### src/rtl/wifi_rx_pkg.sv
// Shared WIFI receive-path definitions: rate codes, depuncturer FSM states,
// puncturing pattern lengths and the output pair payload.
package wifi_rx_pkg;

  localparam int unsigned NCBPS    = 192;
  localparam int unsigned RATE_W   = 2;
  localparam int unsigned PHASE_W  = 2;

  // Number of punctured input bits per pattern period.
  localparam int unsigned PLEN_1_2 = 2;
  localparam int unsigned PLEN_2_3 = 3;
  localparam int unsigned PLEN_3_4 = 4;

  typedef enum logic [RATE_W-1:0] {
    RATE_1_2 = 2'b00,
    RATE_2_3 = 2'b01,
    RATE_3_4 = 2'b10
  } rate_e;

  typedef enum logic [1:0] {
    IDLE  = 2'd0,
    RUN   = 2'd1,
    FLUSH = 2'd2
  } state_e;

  // Restored mother-code pair with per-bit erasure flags.
  typedef struct packed {
    logic a;
    logic b;
    logic erase_a;
    logic erase_b;
  } pair_t;

  // Reserved code 11 decodes as rate 1/2.
  function automatic rate_e decode_rate(input logic [RATE_W-1:0] code);
    case (code)
      2'b01:   return RATE_2_3;
      2'b10:   return RATE_3_4;
      default: return RATE_1_2;
    endcase
  endfunction

  // Phase index of the final bit in a pattern period.
  function automatic logic [PHASE_W-1:0] pattern_last_phase(input rate_e r);
    case (r)
      RATE_2_3: return PHASE_W'(PLEN_2_3 - 1);
      RATE_3_4: return PHASE_W'(PLEN_3_4 - 1);
      default:  return PHASE_W'(PLEN_1_2 - 1);
    endcase
  endfunction

endpackage

### src/rtl/depuncture_pattern_lut.sv
// Combinational puncturing pattern table.
// Ports:
//   rate           latched code rate
//   phase          position of the current bit within the pattern period
//   emit_c         current bit completes a mother-code pair
//   erase_a_c      A of that pair is an inserted erasure
//   erase_b_c      B of that pair is an inserted erasure
//   pattern_last_c current bit is the last of the period (phase wraps)
module depuncture_pattern_lut
  import wifi_rx_pkg::*;
(
  input  rate_e              rate,
  input  logic [PHASE_W-1:0] phase,
  output logic               emit_c,
  output logic               erase_a_c,
  output logic               erase_b_c,
  output logic               pattern_last_c
);

  // Phase 0 always only holds A; later phases emit per rate.
  always_comb begin
    emit_c         = 1'b0;
    erase_a_c      = 1'b0;
    erase_b_c      = 1'b0;
    pattern_last_c = (phase == pattern_last_phase(rate));
    case (rate)
      RATE_2_3: begin
        emit_c    = (phase != PHASE_W'(0));
        erase_b_c = (phase == PHASE_W'(2));
      end
      RATE_3_4: begin
        emit_c    = (phase != PHASE_W'(0));
        erase_b_c = (phase == PHASE_W'(2));
        erase_a_c = (phase == PHASE_W'(3));
      end
      default: begin
        emit_c = (phase == PHASE_W'(1));
      end
    endcase
  end

endmodule

### src/rtl/depuncturer_wifi.sv
// Receive-side depuncturer: turns the deinterleaver's serial hard bits back
// into rate-1/2 mother-code pairs (A,B) with erasure flags for the Viterbi.
// Ports:
//   clk, reset        clock, synchronous active-low reset
//   enable            0 stalls bit acceptance (edge detect and flush still run)
//   rate              code rate, latched on the first bit of a frame
//   data_in/valid_in  serial bit stream from the deinterleaver
//   finished_in       deinterleaver finished level; rising edge closes a frame
//   data_a/data_b     restored pair (0 where erased)
//   erase_a/erase_b   erasure flags
//   valid_out         one-cycle pair qualifier
//   frame_done        one-cycle end-of-frame pulse
//   pair_count        saturating count of pairs in the current/last frame
//   odd_error         frame ended mid-pattern; sticky until next frame start
module depuncturer_wifi
  import wifi_rx_pkg::*;
#(
  parameter int unsigned COUNT_W = 16
) (
  input  logic               clk,
  input  logic               reset,
  input  logic               enable,
  input  logic [RATE_W-1:0]  rate,
  input  logic               data_in,
  input  logic               valid_in,
  input  logic               finished_in,
  output logic               data_a,
  output logic               data_b,
  output logic               erase_a,
  output logic               erase_b,
  output logic               valid_out,
  output logic               frame_done,
  output logic [COUNT_W-1:0] pair_count,
  output logic               odd_error
);

  state_e               state_q, state_d;
  logic [PHASE_W-1:0]   phase_q, phase_d;
  rate_e                rate_q, rate_d;
  logic                 held_q, held_d;
  logic                 fin_prev_q;
  pair_t                pair_q, pair_d;
  logic                 valid_q, valid_d;
  logic                 done_q, done_d;
  logic [COUNT_W-1:0]   count_q, count_d;
  logic                 odd_q, odd_d;

  logic                 accept;
  logic                 fin_rise;
  logic                 take_bit;
  rate_e                lut_rate;
  logic                 lut_emit;
  logic                 lut_erase_a;
  logic                 lut_erase_b;
  logic                 lut_last;

  assign accept   = enable & valid_in;
  assign fin_rise = finished_in & ~fin_prev_q;

  // The first bit of a frame is decoded with the rate presented alongside it.
  assign lut_rate = (state_q == IDLE) ? decode_rate(rate) : rate_q;

  depuncture_pattern_lut u_lut (
    .rate           (lut_rate),
    .phase          (phase_q),
    .emit_c         (lut_emit),
    .erase_a_c      (lut_erase_a),
    .erase_b_c      (lut_erase_b),
    .pattern_last_c (lut_last)
  );

  // Next-state, datapath and registered-output computation.
  always_comb begin
    state_d  = state_q;
    phase_d  = phase_q;
    rate_d   = rate_q;
    held_d   = held_q;
    pair_d   = '0;
    valid_d  = 1'b0;
    done_d   = 1'b0;
    count_d  = count_q;
    odd_d    = odd_q;
    take_bit = 1'b0;

    case (state_q)
      IDLE: begin
        if (accept) begin
          state_d  = RUN;
          rate_d   = lut_rate;
          count_d  = '0;
          odd_d    = 1'b0;
          take_bit = 1'b1;
        end
      end
      RUN: begin
        // A bit arriving with the finished edge still belongs to this frame.
        take_bit = accept;
        if (fin_rise) begin
          state_d = FLUSH;
        end
      end
      FLUSH: begin
        state_d = IDLE;
        phase_d = '0;
        done_d  = 1'b1;
        if (phase_q == PHASE_W'(1)) begin
          // Orphaned A: release it with B erased.
          valid_d        = 1'b1;
          pair_d.a       = held_q;
          pair_d.erase_b = 1'b1;
          odd_d          = 1'b1;
        end else if (rate_q == RATE_3_4 && phase_q == PHASE_W'(PLEN_3_4 - 1)) begin
          odd_d = 1'b1;
        end
      end
      default: begin
        state_d = IDLE;
      end
    endcase

    if (take_bit) begin
      phase_d = lut_last ? '0 : phase_q + PHASE_W'(1);
      if (lut_emit) begin
        valid_d        = 1'b1;
        pair_d.erase_a = lut_erase_a;
        pair_d.erase_b = lut_erase_b;
        // Only phase 1 pairs the current bit with a held A.
        pair_d.a       = lut_erase_a ? 1'b0 :
                         ((phase_q == PHASE_W'(1)) ? held_q : data_in);
        pair_d.b       = lut_erase_b ? 1'b0 : data_in;
      end else begin
        held_d = data_in;
      end
    end

    if (valid_d && (count_d != '1)) begin
      count_d = count_d + COUNT_W'(1);
    end
  end

  // State and output registers.
  always_ff @(posedge clk) begin
    if (!reset) begin
      state_q    <= IDLE;
      phase_q    <= '0;
      rate_q     <= RATE_1_2;
      held_q     <= 1'b0;
      fin_prev_q <= 1'b1;   // stuck-high finished_in must not look like an edge
      pair_q     <= '0;
      valid_q    <= 1'b0;
      done_q     <= 1'b0;
      count_q    <= '0;
      odd_q      <= 1'b0;
    end else begin
      state_q    <= state_d;
      phase_q    <= phase_d;
      rate_q     <= rate_d;
      held_q     <= held_d;
      fin_prev_q <= finished_in;
      pair_q     <= pair_d;
      valid_q    <= valid_d;
      done_q     <= done_d;
      count_q    <= count_d;
      odd_q      <= odd_d;
    end
  end

  assign data_a     = pair_q.a;
  assign data_b     = pair_q.b;
  assign erase_a    = pair_q.erase_a;
  assign erase_b    = pair_q.erase_b;
  assign valid_out  = valid_q;
  assign frame_done = done_q;
  assign pair_count = count_q;
  assign odd_error  = odd_q;

endmodule

### config.mk
export PLATFORM = sky130hd
export DESIGN_NAME = depuncturer_wifi
export DESIGN_NICKNAME = d
export VERILOG_FILES = /design/src/rtl/wifi_rx_pkg.sv /design/src/rtl/depuncture_pattern_lut.sv /design/src/rtl/depuncturer_wifi.sv
export SDC_FILE = /design/constraint.sdc
export NUM_CORES = 1
export LEC_CHECK = 0
export ABC_AREA = 1
export CORE_AREA = 2 2 87 56
export CTS_CLUSTER_SIZE = 12
export DETAILED_ROUTE_END_ITERATION = 6
export DIE_AREA = 0 0 89 58
export SLEW_MARGIN = 25
export SYNTH_ARGS = -nofsm -noshare
export SYNTH_HDL_FRONTEND = slang
export SYNTH_SLANG_ARGS = --single-unit
### constraint.sdc
create_clock -name clk -period 2.6 [get_ports clk]
set_input_delay 0.52 -clock clk [delete_from_list [all_inputs] [get_ports clk]]
set_output_delay 0.52 -clock clk [all_outputs]
set_load 0.03 [all_outputs]
==> results by group <==
STA
  • Clock skew: 0.00412 ns
  • Fin crit share: 0.907
  • RSZ-0062 raised after global routing: no
  • Final setup TNS: 0 ns
  • Hold Violations, Final: 0
  • Slew @ Worst Pin: 0.324 ns
  • Setup WS post-layout: 0.242 ns
  • Slew Limit Headroom: 0.782
  • Fmax: 424 MHz
  • Fin crit period: 2.36 ns
  • Max Slew Vio Count: 0
  • Final setup vio count: 0

Clocking
  • Clk_lat worst skew: 0.29 ns
  • Hold buffers post-CTS: 0
  • Num CTS Buffers: 5
  • Post-CTS Setup Bufs: 0
  • Maximum clock path buffer count: 2
  • H-tree levels: 2
  • Root Driver: clkbuf_8
  • CTS tree: done
  • Clock transition at path regs: 0.06 ns
  • # clock sinks: 31

Cells and area
  • Layout cell share with drive strength beyond 1: 0.122
  • Number of diodes: 0
  • Area growth syn-to-layout: 31.7%
  • Commonest non-fill, non-tap cell in the layout: nand2_1
  • Sequential cell area: 621 µm²
  • Fin cells: 351
  • Area occupied by multi-input gates: 868 µm²
  • Fill cells: 476
  • # nets final: 300
  • Most frequent cells in the layout: nand2_1 (60), inv_1 (38), nor2_1 (34)

Routing
  • Routed WL per cell: 10.7 µm
  • Met2 WL: 1.37 mm
  • DRC: 0
  • Max layer used: met4
  • Antenna viol nets, final: 0
  • Drt initial violations: 79
  • Post-Route M1 WL: 2.01 mm
  • Via count: 1601
  • Post-DR vias/cell: 4.56
  • Drt pass-1 iters: 5
  • Post-Route WL: 3.76 mm
  • Met3 wire length: 323 µm

Logic synthesis
  • Post-Syn Instances: 245
  • Top-area cell type share of the netlist area: 0.372
  • Mapped cell area: 1670 µm²
  • Top area cells in the synthesized netlist: dfxtp_1 (37%), nand2_1 (13%), inv_1 (8.5%)
  • Post-Syn Area per Cell: 6.82 µm²
  • Synth area leader: dfxtp_1
  • Post-synthesis sequential area ratio: 0.372
  • FF+latch count, synth: 31
  • Syn nets: 258
  • Netlist cell types: 27
  • YS warnings: 0

Floorplan
  • Top-Level Pins: 31
  • Die Wd: 89 µm
  • Cell row count: 19
  • Die footprint: 5160 µm²
  • Core region area: 4370 µm²
  • DIE HEIGHT: 58 µm
  • Initial Util: 0.382

Placed design
  • DP Cell Count: 343
  • Setup WS pre-CTS: -0.0593 ns
  • Placer Congestion: 0.872
  • Hpwl dp: 2.89 mm
  • IO Port Bufs: 30

Setup path
  • Worst Setup End Kind: flop
  • Crit path max fanout: 3
  • CP Launch Type: input pin
  • Crit Path Class: input pin to flop
  • R2R Path End: data_a
  • CP Data Required Time: 2.80 ns
  • R2r setup slk: 0.44 ns
  • RR Startpoint: state_q[1]
  • CP arrival: 2.55 ns
  • CP startpoint: rate[0]
  • R2R depth: 13

GRT
  • GRT overflow: 0
  • First-pass GRT wire length: 6.27 mm
  • Vias in the first global route: 1346
  • All-Layer GR Usage: 0.161
  • Initial antenna violation count: 0
  • Largest net degree at the start of global routing: 21

Power
  • Cell Pwr Density: 442 nW/µm²
  • IR drop worst, VDD: 0.269 mV
  • Leak: 0.000928 µW

Outcome
  • Status: complete, no violations

Min path
  • WHS Endpoint: state_q[1]
  • Worst Min Path Start: fin_prev_q
  • HP Class: flop to flop
  • Worst Hold Depth: 1

Run
  • Max cap viols: 0
[state kept, by name, indices dropped and copies added, names as in the netlist]
signal / count
pair_count: 16
phase_q: 2
rate_q: 2
state_q: 2
data_a: 1
data_b: 1
erase_a: 1
erase_b: 1
fin_prev_q: 1
frame_done: 1
held_q: 1
odd_error: 1
valid_out: 1
[worst max-delay path: stages]
cell and delay [ns]:
clkdlybuf4s50_1 0.47, nor2_1 0.05, inv_1 0.05, nand2_1 0.05
o21ai_0 0.10, inv_1 0.07, ha_1 0.29, nand2_1 0.09
o21ai_0 0.10, inv_1 0.14, a21oi_4 0.09, buf_4 0.15
nor2_1 0.12, inv_1 0.07, a311oi_1 0.20
[how the worst max path moves through the flow]
stage	end	slack, ns
after floorplan	pair_count[8]	0.49
after global placement	pair_count[8]	-0.0003
after detailed placement	pair_count[8]	-0.06
after CTS	pair_count[4]	0.25
after global routing	pair_count[4]	0.008
final	data_a	0.24
[area by class of cell]
cell class | instances | share of cell area
Sequential cell | 31 | 0.282
Clock buffer | 7 | 0.0347
Multi-Input combinational cell | 170 | 0.395
Inverter | 38 | 0.0648
Clock inverter | 1 | 0.00228
Timing Repair Buffer | 41 | 0.185
Tap cell | 63 | 0.0358
[routing by layer]
layer,GRT usage,vias up
li1,-,849
met1,0.255,697
met2,0.205,50
met3,0.0442,5
met4,0.0576,0
met5,0,-
[cells in the mapped netlist (all sizes together)]
cell    number
a21oi       15
a311oi       1
and3         1
buf          4
clkbuf       2
dfxtp       31
ha           5
inv         38
mux2i        1
nand2       67
nand3       23
nand4        4
nor2        40
nor3         4
nor4         1
o21ai        7
or2          1
[stage by stage]
step | hold slack, ns | utilization | total power (µW) | instance area, µm²
after floorplan | 0.400 | - | 568 | 1670
after global placement | 0.412 | 0.483 | 611 | 2110
after detailed placement | 0.416 | 0.483 | 612 | 2110
after CTS | 0.425 | 0.501 | 984 | 2190
after global routing | 0.450 | 0.503 | 1020 | 2200
final | 0.422 | 0.503 | 973 | 2200
[logic make-up after synthesis]
family / count (synthesis) / share of synthesized area
AOI/OAI and AO/OA: 23 / 0.0734
adders and majority gates: 5 / 0.0375
buffers and inverters: 44 / 0.113
DFF: 31 / 0.372
muxes: 1 / 0.00599
and+or+nand+nor: 141 / 0.399
[report_power, final]
part | leakage, µW | total [µW] | internal [µW] | switching (µW)
clock network | 0.0000422 | 370 | 188 | 182
registers | 0.000251 | 489 | 482 | 7.07
logic | 0.000635 | 113 | 50.2 | 62.9
[repair_timing]
action                     in CTS  in global routing
resized for setup               0                  1
hold endpoints to repair        0                  0
setup endpoints to repair       0                  6
(Power assumes the default switching activity.)
